### src/rtl/spi_master_word_sequencer.sv
// Word sequencer in front of simple_spi_master: chip-select framing
// (setup, continuation, hold, idle gap), one word in flight, RX return.
//
// Ports:
//   system_clk, system_rst_n        clock, async active-low reset
//   tx_data/tx_last/tx_valid/tx_ready  upstream word stream (last ends frame)
//   rx_data/rx_valid/rx_ready       downstream received-word stream
//   busy                            frame in progress
//   timeout_error                   one-cycle pulse on word timeout
//   xfer_enable/xfer_word_trigger/data_tx   to the SPI master
//   xfer_word_completed/data_rx     from the SPI master

module spi_master_word_sequencer #(
    parameter int WORDWIDTH     = 8,
    parameter int CS_SETUP_CLKS = 2,
    parameter int CS_HOLD_CLKS  = 2,
    parameter int CS_IDLE_CLKS  = 2,
    parameter int TIMEOUT_CLKS  = 0
) (
    input  logic                 system_clk,
    input  logic                 system_rst_n,
    input  logic [WORDWIDTH-1:0] tx_data,
    input  logic                 tx_last,
    input  logic                 tx_valid,
    output logic                 tx_ready,
    output logic [WORDWIDTH-1:0] rx_data,
    output logic                 rx_valid,
    input  logic                 rx_ready,
    output logic                 busy,
    output logic                 timeout_error,
    output logic                 xfer_enable,
    output logic                 xfer_word_trigger,
    output logic [WORDWIDTH-1:0] data_tx,
    input  logic                 xfer_word_completed,
    input  logic [WORDWIDTH-1:0] data_rx
);

    localparam int MAX_SH = (CS_SETUP_CLKS > CS_HOLD_CLKS) ?
                            CS_SETUP_CLKS : CS_HOLD_CLKS;
    localparam int MAX_SHI = (MAX_SH > CS_IDLE_CLKS) ?
                             MAX_SH : CS_IDLE_CLKS;
    localparam int MAXP = (MAX_SHI > TIMEOUT_CLKS) ?
                          MAX_SHI : TIMEOUT_CLKS;
    localparam int CW = (MAXP < 2) ? 1 : $clog2(MAXP + 1);

    // Terminal counts; a zero parameter is handled by skipping the
    // state, so these never wrap below zero.
    localparam logic [CW-1:0] SETUP_LAST =
        (CS_SETUP_CLKS > 0) ? CW'(CS_SETUP_CLKS - 1) : '0;
    localparam logic [CW-1:0] HOLD_LAST =
        (CS_HOLD_CLKS > 0) ? CW'(CS_HOLD_CLKS - 1) : '0;
    localparam logic [CW-1:0] IDLE_LAST =
        (CS_IDLE_CLKS > 0) ? CW'(CS_IDLE_CLKS - 1) : '0;
    localparam logic [CW-1:0] TMO_LAST =
        (TIMEOUT_CLKS > 0) ? CW'(TIMEOUT_CLKS - 1) : '0;
    localparam logic [CW-1:0] ONE = CW'(1);

    typedef enum logic [2:0] {
        S_IDLE,
        S_SETUP,
        S_TRIGGER,
        S_WAIT,
        S_NEXT,
        S_HOLD,
        S_GAP
    } state_t;

    state_t               state_q, state_d;
    logic [CW-1:0]        cnt_q, cnt_d;
    logic [CW-1:0]        tmo_cnt_q, tmo_cnt_d;
    logic                 last_q, last_d;
    logic                 xfer_enable_q, xfer_enable_d;
    logic                 trigger_q, trigger_d;
    logic [WORDWIDTH-1:0] data_tx_q, data_tx_d;
    logic [WORDWIDTH-1:0] rx_data_q, rx_data_d;
    logic                 rx_valid_q, rx_valid_d;
    logic                 timeout_q, timeout_d;
    logic                 busy_q, busy_d;

    logic rx_free;
    logic accept;
    logic release_frame;
    logic go_gap;

    assign rx_free  = !rx_valid_q || rx_ready;
    assign tx_ready = ((state_q == S_IDLE) || (state_q == S_NEXT))
                      && rx_free;
    assign accept   = tx_valid && tx_ready;

    assign rx_data           = rx_data_q;
    assign rx_valid          = rx_valid_q;
    assign busy              = busy_q;
    assign timeout_error     = timeout_q;
    assign xfer_enable       = xfer_enable_q;
    assign xfer_word_trigger = trigger_q;
    assign data_tx           = data_tx_q;

    always_comb begin
        state_d       = state_q;
        cnt_d         = cnt_q;
        tmo_cnt_d     = tmo_cnt_q;
        last_d        = last_q;
        xfer_enable_d = xfer_enable_q;
        trigger_d     = 1'b0;
        data_tx_d     = data_tx_q;
        rx_data_d     = rx_data_q;
        rx_valid_d    = rx_valid_q && !rx_ready;
        timeout_d     = 1'b0;
        release_frame = 1'b0;
        go_gap        = 1'b0;

        if (accept) begin
            data_tx_d = tx_data;
            last_d    = tx_last;
        end

        unique case (state_q)
            S_IDLE: begin
                if (accept) begin
                    xfer_enable_d = 1'b1;
                    if (CS_SETUP_CLKS == 0) begin
                        state_d   = S_TRIGGER;
                        trigger_d = 1'b1;
                    end else begin
                        state_d = S_SETUP;
                        cnt_d   = SETUP_LAST;
                    end
                end
            end
            S_SETUP: begin
                if (cnt_q == '0) begin
                    state_d   = S_TRIGGER;
                    trigger_d = 1'b1;
                end else begin
                    cnt_d = cnt_q - ONE;
                end
            end
            S_TRIGGER: begin
                // Counter holds "cycles since trigger" while in WAIT.
                state_d   = S_WAIT;
                tmo_cnt_d = ONE;
            end
            S_WAIT: begin
                if (xfer_word_completed) begin
                    rx_data_d  = data_rx;
                    rx_valid_d = 1'b1;
                    if (last_q) begin
                        release_frame = 1'b1;
                    end else begin
                        state_d = S_NEXT;
                    end
                end else if ((TIMEOUT_CLKS != 0) &&
                             (tmo_cnt_q >= TMO_LAST)) begin
                    // Abort the whole frame regardless of last flag.
                    timeout_d     = 1'b1;
                    release_frame = 1'b1;
                end else if (TIMEOUT_CLKS != 0) begin
                    tmo_cnt_d = tmo_cnt_q + ONE;
                end
            end
            S_NEXT: begin
                if (accept) begin
                    state_d   = S_TRIGGER;
                    trigger_d = 1'b1;
                end
            end
            S_HOLD: begin
                if (cnt_q == '0) begin
                    go_gap = 1'b1;
                end else begin
                    cnt_d = cnt_q - ONE;
                end
            end
            S_GAP: begin
                if (cnt_q == '0) begin
                    state_d = S_IDLE;
                end else begin
                    cnt_d = cnt_q - ONE;
                end
            end
            default: begin
                state_d       = S_IDLE;
                xfer_enable_d = 1'b0;
            end
        endcase

        if (release_frame) begin
            if (CS_HOLD_CLKS != 0) begin
                state_d = S_HOLD;
                cnt_d   = HOLD_LAST;
            end else begin
                go_gap = 1'b1;
            end
        end

        if (go_gap) begin
            xfer_enable_d = 1'b0;
            if (CS_IDLE_CLKS != 0) begin
                state_d = S_GAP;
                cnt_d   = IDLE_LAST;
            end else begin
                state_d = S_IDLE;
            end
        end

        busy_d = (state_d != S_IDLE);
    end

    always_ff @(posedge system_clk or negedge system_rst_n) begin
        if (!system_rst_n) begin
            state_q       <= S_IDLE;
            cnt_q         <= '0;
            tmo_cnt_q     <= '0;
            last_q        <= 1'b0;
            xfer_enable_q <= 1'b0;
            trigger_q     <= 1'b0;
            data_tx_q     <= '0;
            rx_data_q     <= '0;
            rx_valid_q    <= 1'b0;
            timeout_q     <= 1'b0;
            busy_q        <= 1'b0;
        end else begin
            state_q       <= state_d;
            cnt_q         <= cnt_d;
            tmo_cnt_q     <= tmo_cnt_d;
            last_q        <= last_d;
            xfer_enable_q <= xfer_enable_d;
            trigger_q     <= trigger_d;
            data_tx_q     <= data_tx_d;
            rx_data_q     <= rx_data_d;
            rx_valid_q    <= rx_valid_d;
            timeout_q     <= timeout_d;
            busy_q        <= busy_d;
        end
    end

endmodule

### config.mk
export PLATFORM = sky130hd
export DESIGN_NAME = spi_master_word_sequencer
export DESIGN_NICKNAME = d
export VERILOG_FILES = /design/src/rtl/spi_master_word_sequencer.sv
export SDC_FILE = /design/constraint.sdc
export NUM_CORES = 1
export LEC_CHECK = 0
export BUFFER_PORTS_ARGS = -buffer_cell sky130_fd_sc_hd__buf_2
export CAP_MARGIN = 20
export CORE_MARGIN = 2
export CORE_UTILIZATION = 40
export CTS_CLUSTER_DIAMETER = 50
export DETAILED_ROUTE_END_ITERATION = 8
export HOLD_SLACK_MARGIN = 0.08
export PLACE_DENSITY = 0.8
export SLEW_MARGIN = 20
export SYNTH_ARGS = -nofsm -noshare
export SYNTH_HDL_FRONTEND = slang
export SYNTH_SLANG_ARGS = --single-unit
### constraint.sdc
create_clock -name system_clk -period 1.5 [get_ports system_clk]
set_input_delay 0.225 -clock system_clk [delete_from_list [all_inputs] [get_ports system_clk]]
set_output_delay 0.225 -clock system_clk [all_outputs]
set_load 0.005 [all_outputs]
After elaboration in Yosys (flattened, before gate mapping)
Index checks and enable logic that the tools add are counted.

Register bits after elaboration: 26. Input port bits: 22. Output and inout bits: 22. Word-level logic and storage cells: 62.

$add $sub $neg: 1. Equality and inequality tests: 10. Multiplexer cells: 26. Reduce and logical (&&, ||, !) cells: 16.

Operators by type and width (count): $mux W3 (8); $pmux W3 S7 (1); $mux W1 (10); $eq A3 B3 Y1 const B (3); $mux W2 (4); $ne A4 B4 Y1 const B (2); $eq A3 B2 Y1 const B (2); $reduce_or A6 Y1 (1); $pmux W1 S2 (2); $pmux W2 S2 (1); $reduce_and A2 Y1 (2); $reduce_bool A4 Y1 (1); $eq A3 B1 Y1 const B (1); $logic_and A1 B1 Y1 (3); $logic_not A3 Y1 (1); $ne A3 B3 Y1 const B (1); $reduce_and A3 Y1 (1); $reduce_bool A3 Y1 (1); $reduce_or A3 Y1 (1); $logic_not A1 Y1 (2); $logic_not A2 Y1 (1); $logic_or A1 B1 Y1 (2); $ne A2 B1 Y1 const B (1); $sub A2 B1 Y2 const B (1).

Depth between registers and ports, before layout
Gate-level depths: netlist of run 1.

Depth after elaboration: 9. Mapped depth: 6.

Least setup slack after synthesis of run 1
Ideal clock, no wire load.

Path kind: reg2reg. Start: register state_q[0]. End: register busy_q (netlist: busy). Data arrival time: 1.418 ns. Data required time: 1.361 ns. Path slack: -0.057 ns. Cell stages (with the launch flop): 6. Path buffers: 2. Period minus slack after synthesis: 1.557 ns. Path through: dfrtp_1 > buf_2 > and4b_1 > buf_6 > a31o_1 > or4b_1.

Cells in the longest elaborated chain, start to end: 9.

Ends and longest elaborated chain: start: declaration (RTL line 68) `state_t state_q, state_d;`; start signal: assignment (RTL line 223) `state_q <= state_d;`; $eq A3 B3 Y1 / $logic_not A3 Y1 (equally long branches) (RTL line 86, 117); $logic_or A1 B1 Y1 (RTL line 86) `assign tx_ready = ((state_q == S_IDLE) || (state_q == S_NEXT))`; $logic_and A1 B1 Y1 (RTL line 87) `&& rx_free;`; $logic_and A1 B1 Y1 (RTL line 88) `assign accept = tx_valid && tx_ready;`; $mux W3, on equally long branches (RTL line 162, 119); $pmux W3 S7 (RTL line 117) `unique case (state_q)`; $mux W3 (RTL line 187) `if (release_frame) begin`; $mux W3 * (RTL line 196) `if (go_gap) begin`; named net state_d[2] (RTL line 68); $reduce_bool A3 Y1 * (RTL line 206) `busy_d = (state_d != S_IDLE);`; named net busy_d (RTL line 78) `logic busy_q, busy_d;`; end signal: assignment (RTL line 233) `busy_q <= busy_d;`; end: declaration (RTL line 78).

The timed path passes the listed nets; every way through them passes the cells marked *. A chain may end at the register's enable or synchronous reset.

Final worst setup path of run 1
Start: register state_q[1]. End: register cnt_q[1].

Cells in the longest elaborated chain, start to end: 6.

Ends and longest elaborated chain: $eq A3 B3 Y1 / $logic_not A3 Y1 (equally long branches) (RTL line 86, 117); $logic_or A1 B1 Y1 (RTL line 86); $logic_and A1 B1 Y1 (RTL line 87); $logic_and A1 B1 Y1 (RTL line 88); $ne A4 B4 Y1 (no source line); $reduce_and A3 Y1 (no source line); end signal: assignment (RTL line 224) `cnt_q <= cnt_d;`; end: declaration (RTL line 69) `logic [CW-1:0] cnt_q, cnt_d;`.

Parallel ways exist; a longest one is shown, timed or not.

==> out/qor.txt, run 1 <==
==========================================================================================
Run status                                                                    finished, violations left
Violated checks                                                               negative setup slack
Standby leakage power                                                            0.8507 nW
Reg power frac                                                                       0.358
Total cell area at the placement stage                                           1431 um^2
Synthesized instance count                                                             107
Worst hold path depth                                                                    3
Kind of end point of the critical path                                           flip-flop
Count of clock tree sinks                                                               26
Combined area of the multi-input logic cells                                    501.7 um^2
Total half-perimeter wirelength after legalization and detailed placement          1788 um
Count of input and output buffers                                                       42
Max-Cap Viols                                                                            0
Combinational power share                                                            0.503
Worst slack at placement                                                        -0.1001 ns
Maximum clock rate                                                               637.0 MHz
Diode count                                                                              0
CORE AREA                                                                        2758 um^2
Switching power                                                                 0.001135 W
Count of unresolved DRC violations after routing                                         0
Boundary pin count                                                                      44
Die footprint                                                                    3333 um^2
Flop-to-flop setup slack                                                          -0.07 ns
Commonest non-fill, non-tap cell in the layout                                       buf_2
Number of buffers on the longest clock path                                              2
Depth of the CTS H-tree                                                                  1
Fraction of layout instances using a drive strength above 1                         0.5181
Source-to-sink clock delay at the later pin of the worst-skew pair                 0.32 ns
Worst reg2reg startpoint                                                        state_q[1]
Highest-count cells in the layout ignoring fill and taps                      buf_2, nand2_1, dfrtp_1
Average detailed-routed wire length per instance                                  13.38 um
First-pass GRT wire length                                                         4422 um
Internal                                                                        0.002247 W
Synth Register Bits                                                                     26
Clock edge transition at the registers on the reported setup and hold paths        0.14 ns
RSZ-0062 raised after global routing                                                  true
Clock buffer count from CTS                                                              3
Post-detailed-route via-to-cell ratio                                                5.061
TritonCTS clock tree                                                                 built
Post-synth design cell area                                                      1155 um^2
Pwr/cell area                                                                 2082 nW/um^2
Switching share of power                                                            0.3356
Iter 0 DRT Violations                                                                   34
Highest ir drop seen on vdd                                                     0.001416 V
Starting density of the core                                                        0.4188
Final sum of negative setup slack                                               -0.1517 ns
Pin count of the biggest net entering global routing                                    27
Cell count after placement                                                             184
Clk network pwr share                                                                0.140
Worst slew margin relative to its limit                                             0.6099
Residual overflow from global routing                                                    0
Number of cell instances on the worst register-to-register path                          6
Total non-filler cell area in the finished layout                                1624 um^2
Kind of start point of the critical path                                         flip-flop
Time the worst path needs with I/O delays and setup                               1.570 ns
Worst Hold Class                                                                 in -> reg
Crit-path max FO                                                                         5
Endpoints failing hold                                                                   0
FF/Latch Area                                                                   650.6 um^2
Number of optimization iterations in the first detailed-route pass                       4
Final Setup Violations                                                                   3
Filler Cells Inserted                                                                  242
Required time of the critical path                                                 1.72 ns
Cell types with the largest area share after synthesis                        dfrtp_1, nand2_1, mux2_2
End of the worst hold path                                                      rx_data[2]
Warning count from the yosys run                                                         0
Fin worst setup slack                                                          -0.06984 ns
Width of the die                                                                  57.73 um
Cell type with the largest total area after synthesis                              dfrtp_1
Number of antenna violations at the first check in global routing                        0
Layout overhead on the synthesized area                                             40.63%
Number of global-route vias before repair                                              988
Die outline height                                                                57.73 um
Root buffer selected by CTS                                                       clkbuf_4
Overall routed net length                                                          2636 um
End of the worst register-to-register path                                        cnt_q[1]
Arrival time of data at the critical path endpoint                                 1.79 ns
Overall Global Routing Usage                                                        0.1734
Final worst-path cycle share                                                         1.047
Antenna viol nets, final                                                                 0
Number of cell rows                                                                     19
Synth top area share                                                                0.5634
Register area share after synthesis                                                 0.5634
Post-Route Skew                                                                0.003832 ns
Final-stage net count                                                                  190
Crit Path Class                                                                 reg -> reg
Mapped Avg Cell Area                                                            10.79 um^2
Global placer's final weighted congestion                                           0.9065
Final count of pins violating max slew                                                   0
Transition time at the pin with the least slew margin                            0.5852 ns
Startpoint of the lowest-slack hold path                                        data_rx[2]
Post-Layout Cell Count                                                                 197
Via count of the routed design                                                         997
Count of distinct cell types in the synthesized netlist                                 27
Post-Syn Nets                                                                          130
==========================================================================================
-- layout make-up --
| cell class | instances | share of cell area |
|---|---|---|
| Sequential cell | 26 | 0.4006 |
| Tap cell | 31 | 0.02388 |
| Clock buffer | 3 | 0.01387 |
| Clock inverter | 1 | 0.01849 |
| Timing Repair Buffer | 61 | 0.2273 |
| Inverter | 3 | 0.006934 |
| Multi-Input combinational cell | 72 | 0.3089 |
-- routing by layer --
| metal | share of wire | wire length [um] | track usage | vias to the layer above |
|---|---|---|---|---|
| li1 | - | - | - | 470 |
| met1 | 0.41 | 1080 | 0.2049 | 476 |
| met2 | 0.51 | 1339 | 0.3036 | 45 |
| met3 | 0.065 | 172 | 0.04911 | 6 |
| met4 | 0.017 | 44 | 0.05648 | 0 |
| met5 | 0 | 0 | 0 | - |
-- worst max path at each step --
stage,start,end,cells past startpoint
5_1_grt,state_q[1],cnt_q[1],6
3_3_place_gp,state_q[0],busy,5
4_1_cts,state_q[1],busy,5
2_1_floorplan,state_q[1],busy,5
3_5_place_dp,cnt_q[0],busy,5
6_report,state_q[1],cnt_q[1],6
-- synth_stat cells --
cell / n
nor2b_1: 2
nand4_1: 1
mux2_2: 10
and3b_2: 1
mux2i_1: 2
or4b_1: 1
buf_4: 1
dfrtp_1: 26
nand2b_1: 2
and4b_1: 1
buf_2: 2
o2111a_1: 1
a21oi_1: 2
a32oi_1: 1
a31o_1: 1
buf_6: 3
o21ai_0: 5
and2_1: 1
conb_1: 1
o2bb2ai_1: 1
inv_1: 3
nand3_1: 1
nor3b_1: 1
a21o_2: 1
ha_1: 1
nor2_1: 4
nand2_1: 31
-- power groups by stage --
stage | registers (W) | logic [W] | clock network (W)
global placement | 0.00119 | 0.00131 | 0
finish | 0.00121 | 0.00170 | 0.000472
floorplan | 0.00120 | 0.000842 | 0
detailed placement | 0.00121 | 0.00137 | 0
CTS | 0.00120 | 0.00156 | 0.000491
global route | 0.00126 | 0.00189 | 0.000518
-- critical path: stages, from the launching register on --
cell      delay, ns
dfrtp_1        0.45
buf_6          0.15
buf_6          0.11
nor2b_4        0.16
nand2b_1       0.12
o2111a_1       0.19
mux2_4         0.30
-- kinds of logic (layout without fill, tap and decap cells) --
logic type / Yosys count / count (layout) / synth area share
and+or+nand+nor: 46 / 46 / 0.1831
DFF: 26 / 26 / 0.5634
AOI/OAI and AO/OA: 12 / 12 / 0.07042
muxes: 12 / 12 / 0.1148
buffers and inverters: 9 / 68 / 0.05417
adders and majority gates: 1 / 1 / 0.01083
other: 1 / 1 / 0.003247
-- registers in the layout, indices dropped and copies added, names as in the netlist --
register and cells:
data_tx 8, rx_valid 1, state_q 3, last_q 1, busy 1, xfer_word_trigger 1
xfer_enable 1, rx_data 8, cnt_q 2
-- timing repair --
item | in CTS | in global routing
buffers inserted | 6 | 1
hold buffers | 2 | 0
setup endpoints to repair | 3 | 15
gates resized for setup | 9 | 10
pin swaps | 4 | 6
hold endpoints to repair | 27 | 0
-- per-stage QoR --
step | util | hold WS, ns | power, W
2_1_floorplan | - | -0.07059 | 0.002046
3_3_place_gp | 0.5191 | 0.2462 | 0.002498
3_5_place_dp | 0.5191 | 0.2603 | 0.002572
4_1_cts | 0.5726 | 0.08287 | 0.003250
5_1_grt | 0.5889 | 0.08526 | 0.003665
6_report | 0.5889 | 0.09217 | 0.003382
(Power assumes the default switching activity.)
==> inputs of run 2 (changes only) <==
--- a/config.mk
+++ b/config.mk
@@ -8,11 +8,11 @@
 export BUFFER_PORTS_ARGS = -buffer_cell sky130_fd_sc_hd__buf_2
 export CAP_MARGIN = 20
 export CORE_MARGIN = 2
-export CORE_UTILIZATION = 40
+export CORE_UTILIZATION = 35
 export CTS_CLUSTER_DIAMETER = 50
 export DETAILED_ROUTE_END_ITERATION = 8
 export HOLD_SLACK_MARGIN = 0.08
-export PLACE_DENSITY = 0.8
+export PLACE_DENSITY = 0.73
 export SLEW_MARGIN = 20
 export SYNTH_ARGS = -nofsm -noshare
 export SYNTH_HDL_FRONTEND = slang
==> out/qor.txt, run 2 (synthesis results as in run 1) <==
==========================================================================================
Total cell area at the placement stage                                           1455 um^2
End of the worst register-to-register path                                            busy
CP cell instances                                                             buf_6 -> and4b_1 -> a31o_1 -> or4b_1
Layout overhead on the synthesized area                                             41.06%
Violated checks                                                               negative setup slack
Final count of pins violating max slew                                                   0
Highest-count cells in the layout ignoring fill and taps                      buf_2, nand2_1, dfrtp_1
Cell family with the largest share of critical-path delay                     simple AND/OR/NAND/NOR gates
Count of clock tree sinks                                                               26
Final worst-path cycle share                                                         1.071
Worst slack at placement                                                        -0.1188 ns
Delay of the slowest critical-path stage                                           0.50 ns
Time the worst path needs with I/O delays and setup                               1.607 ns
Fin worst setup slack                                                           -0.1069 ns
Number of cell rows                                                                     20
Residual overflow from global routing                                                    0
Arrival time of data at the critical path endpoint                                 1.82 ns
Max-Cap Viols                                                                            0
Total non-filler cell area in the finished layout                                1629 um^2
Flop-to-flop setup slack                                                          -0.11 ns
TritonCTS clock tree                                                                 built
Iter 0 DRT Violations                                                                   22
Kind of start point of the critical path                                         flip-flop
Number of antenna violations at the first check in global routing                        0
Number of optimization iterations in the first detailed-route pass                       4
Kind of end point of the critical path                                           flip-flop
Count of unresolved DRC violations after routing                                         0
Reg power frac                                                                       0.375
Standby leakage power                                                            0.8466 nW
Post-detailed-route via-to-cell ratio                                                4.739
Die outline height                                                                61.44 um
Number of cell instances on the worst register-to-register path                          4
Count of input and output buffers                                                       42
Width of the die                                                                  61.44 um
Clock edge transition at the registers on the reported setup and hold paths        0.14 ns
Endpoints failing hold                                                                   0
Boundary pin count                                                                      44
Combinational power share                                                            0.476
Fraction of layout instances using a drive strength above 1                         0.4731
Final hold slack                                                                0.09324 ns
Root buffer selected by CTS                                                       clkbuf_4
Switching power                                                                 0.001090 W
RSZ-0062 raised after global routing                                                  true
Crit-path max FO                                                                         8
Startpoint of the lowest-slack hold path                                        data_rx[3]
Source-to-sink clock delay at the later pin of the worst-skew pair                 0.32 ns
Worst path buffer plus inverter count                                                    1
Worst slew margin relative to its limit                                             0.6251
Total half-perimeter wirelength after legalization and detailed placement          1894 um
Final-stage net count                                                                  191
Crit Path Class                                                                 reg -> reg
CORE AREA                                                                        3103 um^2
Depth of the CTS H-tree                                                                  1
Max stage delay cell, worst path                                                    or4b_1
Starting density of the core                                                        0.3722
Commonest non-fill, non-tap cell in the layout                                       buf_2
Pin count of the biggest net entering global routing                                    27
Antenna viol nets, final                                                                 0
Transition time at the pin with the least slew margin                            0.5624 ns
Clk network pwr share                                                                0.149
Number of buffers on the longest clock path                                              2
Worst Hold Class                                                                 in -> reg
Via count of the routed design                                                        1000
Highest ir drop seen on vdd                                                    0.0008823 V
Worst reg2reg startpoint                                                        state_q[0]
Die footprint                                                                    3775 um^2
Fin util                                                                            0.5250
Number of global-route vias before repair                                              984
Run status                                                                    finished, violations left
Overall routed net length                                                          2682 um
Worst hold path depth                                                                    3
Post-Route Skew                                                                0.001247 ns
Average detailed-routed wire length per instance                                  12.71 um
Switching share of power                                                            0.3382
End of the worst hold path                                                      rx_data[3]
Final Setup Violations                                                                   2
Overall Global Routing Usage                                                        0.1596
First-pass GRT wire length                                                         4381 um
Internal                                                                        0.002133 W
Global placer's final weighted congestion                                           0.8209
Pwr/cell area                                                                 1979 nW/um^2
Required time of the critical path                                                 1.71 ns
Maximum clock rate                                                               622.3 MHz
Diode count                                                                              0
Clock buffer count from CTS                                                              3
==========================================================================================
run 2: worst min-delay path, delay by kind of cell:
family	cells	cell delay, ns
buffers and inverters	1	0.08
and+or+nand+nor	2	0.09
run 2: cell type report:
| class | count | area, um^2 |
|---|---|---|
| Clock buffer | 3 | 22.52 |
| Clock inverter | 1 | 30.03 |
| Fill cell | 297 | 1474 |
| Inverter | 3 | 11.26 |
| Multi-Input combinational cell | 72 | 476.7 |
| Sequential cell | 26 | 650.6 |
| Tap cell | 44 | 55.05 |
| Timing Repair Buffer | 62 | 382.9 |
run 2: worst max-delay path by stage:
stage	from	end	cells after the start
after floorplan	state_q[1]	busy	5
after global placement	cnt_q[0]	busy	5
after detailed placement	state_q[0]	busy	5
after CTS	state_q[1]	busy	4
after global routing	state_q[0]	busy	4
final	state_q[0]	busy	4
run 2: repair_timing:
action                                  CTS  global route
pin swaps                                 4             3
endpoints found under the setup margin    3             5
buffers inserted                          2             1
resized for setup                         7             5
hold buffers                              4             2
endpoints found under the hold margin    29             2
run 2: per-stage QoR:
step | power [W] | setup TNS (ns) | cells
after CTS | 0.003161 | -0.1401 | 208
after detailed placement | 0.002593 | -0.2238 | 198
after global routing | 0.003478 | -0.3696 | 211
after global placement | 0.002503 | -0.02273 | 198
final | 0.003224 | -0.1417 | 211
after floorplan | 0.002046 | -0.05255 | 107
run 2: routing by layer:
layer / share of wire / GRT usage / vias to the layer above
li1: - / - / 473
met1: 0.39 / 0.1883 / 469
met2: 0.50 / 0.2705 / 46
met3: 0.069 / 0.04832 / 12
met4: 0.041 / 0.06687 / 0
met5: 0 / 0 / -
run 2: power by group through the flow:
| stage | clock network, W | logic (W) | registers (W) |
|---|---|---|---|
| final | 0.000480 | 0.00153 | 0.00121 |
| after global routing | 0.000529 | 0.00170 | 0.00125 |
| after CTS | 0.000490 | 0.00148 | 0.00120 |
| after detailed placement | 0 | 0.00139 | 0.00120 |
| after global placement | 0 | 0.00132 | 0.00118 |
| after floorplan | 0 | 0.000842 | 0.00120 |
